**src/rtl/nbuf_pkg.sv**
```systemverilog
// Shared types and width helpers for the neuron buffer controller and swapper bench.
package nbuf_pkg;

  localparam int unsigned NbufA     = 7;
  localparam int unsigned NbufDepth = 2;

  typedef enum logic [1:0] {
    IDLE  = 2'd0,
    RUN   = 2'd1,
    DRAIN = 2'd2,
    SWAP  = 2'd3
  } nbuf_state_t;

  // Counters need one extra bit so a full 2^A pass length is representable.
  function automatic int unsigned cntWidth(input int unsigned addrW);
    return addrW + 1;
  endfunction

endpackage

```
**src/rtl/nbuf_addr_counter.sv**
```systemverilog
// Bounded address counter: clears on a new pass, advances on enable, flags its terminal count.
module nbuf_addr_counter #(
  parameter int unsigned W = 8
) (
  input  logic         CLK,
  input  logic         RST,
  input  logic         clear,
  input  logic         en,
  input  logic [W-1:0] limit,
  output logic [W-2:0] addr,
  output logic         below_c,
  output logic         termHit_c
);

  logic [W-1:0] count;

  always_ff @(posedge CLK) begin
    if (RST) begin
      count <= '0;
    end else if (clear) begin
      count <= '0;
    end else if (en) begin
      count <= count + W'(1);
    end
  end

  // The top bit only matters for the compares; the address wraps past 2^(W-1).
  assign addr      = count[W-2:0];
  assign below_c   = count < limit;
  assign termHit_c = (count + W'(en)) == limit;

endmodule

```
**src/rtl/neuron_buffer_ctrl.sv**
```systemverilog
// Per-layer read/write address sequencer and ping-pong select for the neuron buffer swapper.
// Optional protocol checking on err is built when NBUF_CTRL_ERR_CHECK_EN is defined.
module neuron_buffer_ctrl
  import nbuf_pkg::*;
#(
  parameter int unsigned A     = NbufA,
  parameter int unsigned depth = NbufDepth
) (
  input  logic         CLK,
  input  logic         RST,
  input  logic         start,
  input  logic [A:0]   readLen,
  input  logic [A:0]   writeLen,
  input  logic         rdReady,
  input  logic         wrValid,
  output logic         rdEn,
  output logic         wrEn,
  output logic [A-1:0] readBuffAddress,
  output logic [A-1:0] writeBuffAddress,
  output logic         readBufferSelect,
  output logic         busy,
  output logic         done,
  output logic         err
);

  localparam int unsigned CntW = cntWidth(A);

  if (depth > A) begin : gDepthCheck
    $error("neuron_buffer_ctrl: depth must not exceed A");
  end

  nbuf_state_t     state;
  nbuf_state_t     nextState;
  logic [CntW-1:0] readLenQ;
  logic [CntW-1:0] writeLenQ;
  logic            startAcc_c;
  logic            rdBelow_c;
  logic            wrBelow_c;
  logic            rdTerm_c;
  logic            wrTerm_c;

  assign startAcc_c = (state == IDLE) && start;
  assign rdEn       = (state == RUN) && rdReady && rdBelow_c;
  assign wrEn       = ((state == RUN) || (state == DRAIN)) && wrValid && wrBelow_c;
  assign busy       = state != IDLE;
  assign done       = state == SWAP;

  nbuf_addr_counter #(.W(CntW)) uRdCnt (
    .CLK       (CLK),
    .RST       (RST),
    .clear     (startAcc_c),
    .en        (rdEn),
    .limit     (readLenQ),
    .addr      (readBuffAddress),
    .below_c   (rdBelow_c),
    .termHit_c (rdTerm_c)
  );

  nbuf_addr_counter #(.W(CntW)) uWrCnt (
    .CLK       (CLK),
    .RST       (RST),
    .clear     (startAcc_c),
    .en        (wrEn),
    .limit     (writeLenQ),
    .addr      (writeBuffAddress),
    .below_c   (wrBelow_c),
    .termHit_c (wrTerm_c)
  );

  always_ff @(posedge CLK) begin
    if (RST) begin
      state            <= IDLE;
      readLenQ         <= '0;
      writeLenQ        <= '0;
      readBufferSelect <= 1'b0;
    end else begin
      state <= nextState;
      if (startAcc_c) begin
        readLenQ  <= readLen;
        writeLenQ <= writeLen;
      end
      // Freshly written buffer becomes the next layer's input.
      if (state == SWAP) begin
        readBufferSelect <= ~readBufferSelect;
      end
    end
  end

  always_comb begin
    nextState = state;
    case (state)
      IDLE:    if (startAcc_c) nextState = RUN;
      RUN:     if (rdTerm_c)   nextState = DRAIN;
      DRAIN:   if (wrTerm_c)   nextState = SWAP;
      SWAP:    nextState = IDLE;
      default: nextState = IDLE;
    endcase
  end

`ifdef NBUF_CTRL_ERR_CHECK_EN
  logic errHit_c;

  // Sticky: start while busy, stray wrValid outside the write window, or past writeLen.
  assign errHit_c = (start && (state != IDLE))
                 || (wrValid && ((state == IDLE) || (state == SWAP)))
                 || (wrValid && ((state == RUN) || (state == DRAIN)) && !wrBelow_c);

  always_ff @(posedge CLK) begin
    if (RST) begin
      err <= 1'b0;
    end else if (errHit_c) begin
      err <= 1'b1;
    end
  end
`else
  assign err = 1'b0;
`endif

endmodule
```
**config.mk**
```make
export PLATFORM = sky130hd
export DESIGN_NAME = neuron_buffer_ctrl
export DESIGN_NICKNAME = d
export VERILOG_FILES = /design/src/rtl/nbuf_pkg.sv /design/src/rtl/nbuf_addr_counter.sv /design/src/rtl/neuron_buffer_ctrl.sv
export SDC_FILE = /design/constraint.sdc
export NUM_CORES = 1
export LEC_CHECK = 0
export CORE_ASPECT_RATIO = 0.75
export CORE_UTILIZATION = 58
export DETAILED_ROUTE_END_ITERATION = 7
export PLACE_DENSITY = 0.95
export SYNTH_ARGS = -nofsm -noshare
export SYNTH_HDL_FRONTEND = slang
export SYNTH_SLANG_ARGS = --single-unit
```
**constraint.sdc**
```tcl
create_clock -name CLK -period 5.1 [get_ports CLK]
set_input_delay 0.51 -clock CLK [delete_from_list [all_inputs] [get_ports CLK]]
set_output_delay 0.51 -clock CLK [all_outputs]
set_load 0.01 [all_outputs]
```
==> impl_metrics.tcl, run 1 <==
set metrics [dict create \
    cts_resized 0 \
    rsz0062_at_grt "false" \
    grt_max_degree 21 \
    diodes 0 \
    reg2reg_slack_ns 1.50 \
    gp_routability_congestion 0.930 \
    critical_path_arrival_ns 3.78 \
    cts_max_level 2 \
    synthArstFlopShare 0 \
    path_class "reg -> reg" \
    fmax_mhz 278 \
    postRouteAntennaNets 0 \
    grt_use_total 0.252 \
    synth-edff-count 0 \
    synth_nets 341 \
    required_ns 5.28 \
    ir_drop_uv 243 \
    port_buffers 39 \
    path_clk_slew_ns 0.07 \
    cp.buffers_inverters 1 \
    synthesis.instances 295 \
    synth_cell_types 47 \
    hold_viol_final 0 \
    synthFlopType "dfxtp_1" \
    fin_tns_setup_ns 0 \
    powerDensity_nw_per_um2 357 \
    rows 19 \
    holdBufCountCts 0 \
    hold_class "reg -> reg" \
    grt_pass1_vias 1890 \
    final_cell_mix "nand2_1, clkdlybuf4s50_1, dfxtp_1" \
    drive_gt1_frac 0.0540 \
    die_x_um 76.7 \
    cts_num_sinks 35 \
    post_cts_buffers 0 \
    multiInputGateArea_um2 1470 \
    finalCriticalPeriod_ns 3.60 \
    ys_seq_area_frac 0.289 \
    syn_area_per_cell_um2 8.22 \
    cpMostUsedCell "ha_1" \
    period_share 0.705 \
    slowest_stage "dfxtp_1" \
    synth-simple-area-share 0.182 \
    tightest_slew_ns 0.687 \
    yosysTopAreaCell "dfxtp_1" \
    leakage_nw 1.12 \
    detail_route.wl_per_cell_um 14.2 \
    ios 41 \
    routed_via_density 5.65 \
    drt_iter0_markers 111 \
    layout_commonest_cell "nand2_1" \
    synth_xor_area_frac 0.0975 \
    crit_fanout 9 \
    n_fill_cell 282 \
    synth_seq_cells 35 \
    seqCellArea_um2 701 \
    synthMuxAreaShare 0.0124 \
    slowest_delay_ns 0.47 \
    critPathCaptureType "register" \
    synthTopCellsByArea "dfxtp_1, ha_1, nand2_1" \
    dieArea_um2 4450 \
    setup_violations 0 \
    start_util 0.634 \
    fp.dieH_um 58.0 \
    cap_viol_max_count 0 \
    status "completed" \
    cts-root-buf "clkbuf_8" \
    antenna_found_initial 0 \
    clk_latency_ns 0.29 \
    route.vias.total 2073 \
    cts_tree "built" \
    power_mw 1.01 \
    area_growth_pct 16.4 \
    nNetsFinal 360 \
    cp-start-kind "register" \
    syn_area_um2 2430 \
    synth_top_family_by_area "compound AO/OA/AOI/OAI gates" \
    relSlewSlack 0.541 \
    synth_top_area_share 0.289 \
    grt_overflow 0 \
    synth_compound_area_frac 0.183 \
    yosys_warnings 0 \
    drc 0 \
    wl_mm 5.22 \
    grt_pass1_wl_mm 8.65 \
    hpwl_mm 4.01 \
    fin_skew_ns 0.00455 \
    cts_buffers 5 \
    crit_chain "ha_1 -> a21o_1 -> a21o_1 -> a211oi_4 -> o21ai_4 -> inv_1 -> ha_1 -> ha_1 -> nand2b_1 -> o211ai_1 -> a31oi_1 -> o41ai_2 -> o2111ai_1 -> o311a_1" \
    dr.pass1.iters 4 \
    clock_path_buffers 2 \
    core-area_um2 3830 \
    crit_family "compound AO/OA/AOI/OAI gates" \
    finalMaxSlewViolations 0 \
    synth_fa_ha_area_frac 0.129 \
]
[power by group]
| group | switching [mW] | internal, mW | leakage (nW) |
|---|---|---|---|
| registers | 0.0400 | 0.309 | 0.285 |
| clock network | 0.0978 | 0.158 | 0.0612 |
| logic | 0.226 | 0.177 | 0.774 |
| total | 0.364 | 0.644 | 1.12 |
[final timing paths]
path                        to             from  cells past startpoint
setup / recovery      state[0]  uRdCnt.count[5]                     14
hold / removal    writeLenQ[2]     writeLenQ[2]                      2
setup reg to reg      state[0]  uRdCnt.count[5]                     14
hold reg to reg   writeLenQ[2]     writeLenQ[2]                      2
[final cells by class]
| type | instances | area share |
|---|---|---|
| sequential | 35 | 0.248 |
| timing repair buffer | 39 | 0.138 |
| clock inverter | 2 | 0.0124 |
| multi-input combinational | 211 | 0.520 |
| tap | 52 | 0.0230 |
| inverter | 22 | 0.0292 |
| clock buffer | 6 | 0.0292 |
[cells by family after synthesis]
family | after synthesis
AO/OA/AOI/OAI | 62
XOR/XNOR | 27
adder cells (fa/ha/maj) | 25
buffers and inverters | 49
flip-flops | 35
multiplexers | 3
other | 1
AND/OR/NAND/NOR | 93
[registers in the layout (all words and copies together), names as in the netlist]
name	count
readBufferSelect	1
writeLenQ	8
uWrCnt.count	8
readLenQ	8
state	2
uRdCnt.count	8
[routing by layer]
layer	wire length, um	GRT usage	vias up
met5	0	0	-
met4	82	0.110	0
met3	396	0.0724	13
met2	2300	0.394	79
met1	2450	0.328	950
li1	-	-	1031
[worst register-to-register path, delay by kind of cell, from the launching register on]
family,cells,cell delay [ns]
AOI/OAI and AO/OA,9,2.09
adders and majority gates,3,0.71
buffers and inverters,1,0.11
DFF,1,0.47
and+or+nand+nor,1,0.11
[metrics by stage]
step                setup slack (ns)   util  area, um^2  hold slack (ns)  std cells
CTS                             1.51  0.738        2820            0.459        367
global route                    1.26  0.738        2820            0.490        367
floorplan                       1.83      -        2430            0.436        295
detailed placement              1.51  0.707        2710            0.450        359
global placement                1.65  0.707        2710            0.444        359
finish                          1.50  0.738        2820            0.457        367
[Yosys cell counts (5+ instances only)]
library cell  number
o21ai_0            7
a21o_1             7
o211ai_1           5
nand3_1            6
inv_1             22
buf_4             19
xor2_1            10
clkbuf_1           6
a21oi_1           23
ha_1              25
nand4_1            5
dfxtp_1           35
nand2_1           43
nor2_1            17
xnor2_1           17
Note: power is estimated with default switching activity, not from simulation.
==> inputs of run 2 (changes only) <==
--- a/config.mk
+++ b/config.mk
@@ -6,9 +6,9 @@
 export NUM_CORES = 1
 export LEC_CHECK = 0
 export CORE_ASPECT_RATIO = 0.75
-export CORE_UTILIZATION = 58
+export CORE_UTILIZATION = 53
 export DETAILED_ROUTE_END_ITERATION = 7
-export PLACE_DENSITY = 0.95
+export PLACE_DENSITY = 0.9
 export SYNTH_ARGS = -nofsm -noshare
 export SYNTH_HDL_FRONTEND = slang
 export SYNTH_SLANG_ARGS = --single-unit
==> constraint.sdc (replaced) <==
create_clock -name CLK -period 3.5 [get_ports CLK]
set_input_delay 0.35 -clock CLK [delete_from_list [all_inputs] [get_ports CLK]]
set_output_delay 0.35 -clock CLK [all_outputs]
set_load 0.01 [all_outputs]
==> run 2 against run 1 <==
Net effect: sequential share of layout area decreased by 1.3 points; total power increased by 47%; register-to-register slack got worse by 1.4 ns; worst hold slack improved by 0.010 ns; critical endpoint unchanged; largest cell class unchanged; highest routed layer unchanged; clock skew increased by 0.010 ns; via count increased by 4.2%; global-route usage increased by 0.75 points.
==> impl_metrics.tcl, run 2 (synthesis gave the netlist of run 1 again) <==
set metrics [dict create \
    status "completed" \
    dieArea_um2 4850 \
    critical_path_arrival_ns 3.57 \
    grt_pass1_wl_mm 9.43 \
    fin_tns_setup_ns 0 \
    seqCellArea_um2 702 \
    ios 41 \
    grt_use_total 0.260 \
    dr.pass1.iters 4 \
    r2r-end "state[0]" \
    rows 20 \
    routed_via_density 5.56 \
    hold_viol_final 0 \
    slowest_stage "o41ai_2" \
    hpwl_mm 4.34 \
    final_cell_mix "nand2_1, clkdlybuf4s50_1, dfxtp_1" \
    postRouteAntennaNets 0 \
    diodes 0 \
    cts-root-buf "clkbuf_8" \
    crit_chain "inv_1 -> ha_1 -> a21o_1 -> a21o_1 -> a211oi_4 -> o21ai_4 -> inv_1 -> ha_4 -> ha_1 -> xor2_1 -> nor2_1 -> nand4b_1 -> o41ai_2 -> o2111ai_2 -> o311a_1" \
    fmax_mhz 297 \
    slowest_delay_ns 0.37 \
    relSlewSlack 0.581 \
    drc 0 \
    finalMaxSlewViolations 0 \
    path_class "reg -> reg" \
    stdcell_area_um2 2980 \
    finalCriticalPeriod_ns 3.37 \
    clock_path_buffers 2 \
    finalNonFillerCells 389 \
    port_buffers 39 \
    nNetsFinal 379 \
    r2r_cells 15 \
    n_fill_cell 333 \
    powerDensity_nw_per_um2 497 \
    ir_drop_uv 406 \
    grt_overflow 0 \
    tightest_slew_ns 0.629 \
    core-area_um2 4230 \
    cts_max_level 2 \
    setup_violations 0 \
    hold_start "writeLenQ[2]" \
    wl_mm 5.86 \
    critPathCaptureType "register" \
    cts_buffers 5 \
    fp.dieH_um 60.6 \
    path_clk_slew_ns 0.08 \
    grt_pass1_vias 2020 \
    drive_gt1_frac 0.123 \
    r2r-start "readLenQ[5]" \
    leakage_nw 1.20 \
    crit_fanout 3 \
    route.vias.total 2161 \
    whs_ns 0.467 \
    crit_family "compound AO/OA/AOI/OAI gates" \
    multiInputGateArea_um2 1500 \
    drt_iter0_markers 197 \
    place_area_um2 2810 \
    hold_class "reg -> reg" \
    fin_skew_ns 0.0146 \
    required_ns 3.70 \
    cap_viol_max_count 0 \
    cp-start-kind "register" \
    grt_max_degree 21 \
    cp.buffers_inverters 2 \
    die_x_um 80.1 \
    gp_routability_congestion 0.868 \
    dp_cells 375 \
    layout_commonest_cell "nand2_1" \
    cts_num_sinks 35 \
    worstHoldEndpoint "writeLenQ[2]" \
    hold_depth 2 \
    antenna_found_initial 0 \
    area_growth_pct 22.9 \
    clk_latency_ns 0.30 \
    reg2reg_slack_ns 0.13 \
    start_util 0.574 \
    rsz0062_at_grt "false" \
    cts_tree "built" \
    detail_route.wl_per_cell_um 15.1 \
    period_share 0.962 \
]
run 2: changes by cell type in the layout (fill, tap and decap cells not counted), sizes merged:
cell      before  now
clkinvlp       0    1
bufinv         1    0
buf            0   19
run 2: area by class of cell:
cell class	count	area share
multi-input combinational	211	0.502
tap	55	0.0231
clock inverter	2	0.00546
inverter	22	0.0277
sequential	35	0.235
clock buffer	6	0.0277
timing repair buffer	58	0.179
run 2: routing by layer:
layer,routed length [um],up-vias,part of all wire,track usage
met4,66,0,0.011,0.0969
met5,0,-,0,0
met2,2760,76,0.47,0.422
met3,380,7,0.065,0.0481
met1,2650,1007,0.45,0.349
li1,-,1071,-,-
run 2: worst register-to-register path, stage by stage, from the launching register on:
cell and delay [ns]:
dfxtp_2 0.34, inv_1 0.04, ha_1 0.29, a21o_1 0.18
a21o_1 0.20, a211oi_4 0.27, o21ai_4 0.10, inv_1 0.13
ha_4 0.15, ha_1 0.23, xor2_1 0.14, nor2_1 0.13
nand4b_1 0.13, o41ai_2 0.37, o2111ai_2 0.19, o311a_1 0.37
run 2: how the worst max path moves through the flow:
stage	depth (start not counted)	startpoint	end
floorplan	14	uRdCnt.count[5]	state[0]
global placement	15	readLenQ[5]	state[0]
detailed placement	15	readLenQ[5]	state[0]
CTS	15	readLenQ[5]	state[0]
global route	15	readLenQ[5]	state[0]
finish	15	readLenQ[5]	state[0]
run 2: report_power, final:
part           internal [mW]  switching, mW  total (mW)
Sequential             0.450         0.0546       0.505
Clock                  0.161          0.162       0.322
Combinational          0.301          0.352       0.654
Total                  0.912          0.569        1.48
run 2: through the flow:
step	setup slack (ns)	power, mW	utilization
3_3_place_gp	0.182	1.07	0.664
4_1_cts	0.00921	1.42	0.687
3_5_place_dp	0.0194	1.10	0.664
2_1_floorplan	0.227	0.929	-
6_report	0.134	1.48	0.705
5_1_grt	0.0160	1.57	0.705
run 2: what timing repair did:
| item | CTS | global route |
|---|---|---|
| hold buffers | 0 | 0 |
| gates resized for setup | 0 | 7 |
| buffers inserted | 0 | 6 |
| setup endpoints to repair | 0 | 2 |
==> inputs of run 3 (changes only) <==
==> constraint.sdc (replaced) <==
create_clock -name CLK -period 3.5 [get_ports CLK]
set_input_delay 0.525 -clock CLK [delete_from_list [all_inputs] [get_ports CLK]]
set_output_delay 0.525 -clock CLK [all_outputs]
set_load 0.01 [all_outputs]
==> run 3 against run 2 <==
Net effect: combinational power decreased by 3.5%; via count decreased by 0.28%; global-route usage decreased by 1.6 points; critical path depth unchanged; sequential share of layout area increased by 0.21 points; design area decreased by 0.88%; final cell count unchanged; first-iteration DRC count decreased by 17%; clock skew decreased by 0.0061 ns; utilization decreased by 0.62 points; clock power decreased by 9.9%.
==> impl_metrics.tcl, run 3 (synthesis gave the netlist of run 1 again) <==
set metrics [dict create \
    rows 20 \
    powerDensity_nw_per_um2 483 \
    ir_drop_uv 290 \
    slowest_stage "o41ai_2" \
    routed.top_layer "met4" \
    fp.dieH_um 60.6 \
    fmax_mhz 298 \
    ios 41 \
    clk_latency_ns 0.29 \
    grt_overflow 0 \
    nNetsFinal 379 \
    finalNonFillerCells 389 \
    die_x_um 80.1 \
    detail_route.wl_per_cell_um 14.4 \
    tightest_slew_ns 0.594 \
    period_share 0.959 \
    finalCriticalPeriod_ns 3.36 \
    grt_use_total 0.244 \
    postRouteAntennaNets 0 \
    route.vias.total 2155 \
    diodes 0 \
    wl_met3_um 415 \
    holdBufCountCts 0 \
    hold_viol_final 0 \
    status "completed" \
    fin_tns_setup_ns 0 \
    core-area_um2 4230 \
    dieArea_um2 4850 \
    r2r_cells 15 \
    fin_skew_ns 0.00848 \
    gp_routability_congestion 0.943 \
    slowest_delay_ns 0.38 \
    stdcell_area_um2 2960 \
    cts_max_level 2 \
    dr.pass1.iters 4 \
    cp_num_cells 15 \
    wl_met1_mm 2.66 \
    cts_buffers 5 \
    routed_via_density 5.54 \
    cts_tree "built" \
    required_ns 3.67 \
    cts_num_sinks 35 \
    wl_mm 5.61 \
    grt_pass1_vias 1936 \
    start_util 0.574 \
    crit_fanout 3 \
    cp-start-kind "register" \
    cap_viol_max_count 0 \
    leakage_nw 1.20 \
    hold_class "reg -> reg" \
    cts-root-buf "clkbuf_8" \
    path_class "reg -> reg" \
    clock_path_buffers 2 \
    final_cell_mix "nand2_1, clkdlybuf4s50_1, dfxtp_1" \
    crit_family "compound AO/OA/AOI/OAI gates" \
    setup_violations 0 \
    met2_length_mm 2.47 \
    place_area_um2 2820 \
    finalMaxSlewViolations 0 \
    layout_commonest_cell "nand2_1" \
    critical_path_arrival_ns 3.53 \
    cp.buffers_inverters 2 \
    drt_iter0_markers 163 \
    critPathCaptureType "register" \
    crit_chain "inv_1 -> ha_1 -> a21o_1 -> a21o_1 -> a211oi_4 -> o21ai_4 -> inv_1 -> ha_2 -> ha_1 -> xor2_1 -> nor2_1 -> nand4b_1 -> o41ai_2 -> o2111ai_2 -> o311a_1" \
    port_buffers 39 \
    area_growth_pct 21.8 \
    dp_cells 377 \
    hpwl_mm 4.24 \
    grt_pass1_wl_mm 9.03 \
    drive_gt1_frac 0.117 \
    hold_depth 2 \
    grt_max_degree 21 \
    path_clk_slew_ns 0.08 \
    antenna_found_initial 0 \
    relSlewSlack 0.604 \
    drc 0 \
]
-- run 3: cell counts in the layout (fill, tap and decap cells not counted) --
Identical to the previous run, type by type.
-- run 3: layer usage --
layer / vias to the layer above / global-route usage
met3: 9 / 0.0541
met2: 79 / 0.368
li1: 1068 / -
met4: 0 / 0.0714
met5: - / 0
met1: 999 / 0.351
-- run 3: repair_timing --
| item | 4_1_cts | 5_1_grt |
|---|---|---|
| setup buffers | 0 | 4 |
| resized for setup | 0 | 4 |
| setup endpoints to repair | 0 | 2 |
-- run 3: power breakdown --
group,switching (mW),internal (mW),total (mW)
registers,0.0547,0.450,0.505
logic,0.339,0.292,0.631
clock network,0.151,0.139,0.290
total,0.545,0.881,1.43
-- run 3: path summary, 6_finish.rpt --
| check | from | to | slack [ns] |
|---|---|---|---|
| worst max-delay path | readLenQ[5] | state[0] | 0.14 |
| worst min-delay path | writeLenQ[2] | writeLenQ[2] | 0.47 |
| worst max register to register | readLenQ[5] | state[0] | 0.14 |
| worst min register to register | writeLenQ[2] | writeLenQ[2] | 0.47 |
-- run 3: area by class of cell --
cell class | instances | area [um^2]
inverters | 22 | 82.6
well taps | 55 | 68.8
multi-input cells | 211 | 1480
flip-flops and latches | 35 | 702
repair buffers | 58 | 533
clock inverters | 2 | 12.5
clock buffers | 6 | 72.6
fillers | 361 | 1270
-- run 3: metrics by stage --
step / power (mW) / utilization / worst slack [ns] / hold slack [ns]
floorplan: 0.929 / - / 0.227 / 0.436
global placement: 1.08 / 0.667 / 0.166 / 0.444
detailed placement: 1.10 / 0.667 / 0.0485 / 0.459
CTS: 1.39 / 0.688 / 0.0368 / 0.469
global route: 1.52 / 0.699 / -0.0123 / 0.506
finish: 1.43 / 0.699 / 0.145 / 0.470
-- run 3: tightest hold or removal path: cells and delay by family (launching register included) --
family | cells | cell delay (ns)
compound gates | 1 | 0.05
simple gates | 1 | 0.05
flops | 1 | 0.32
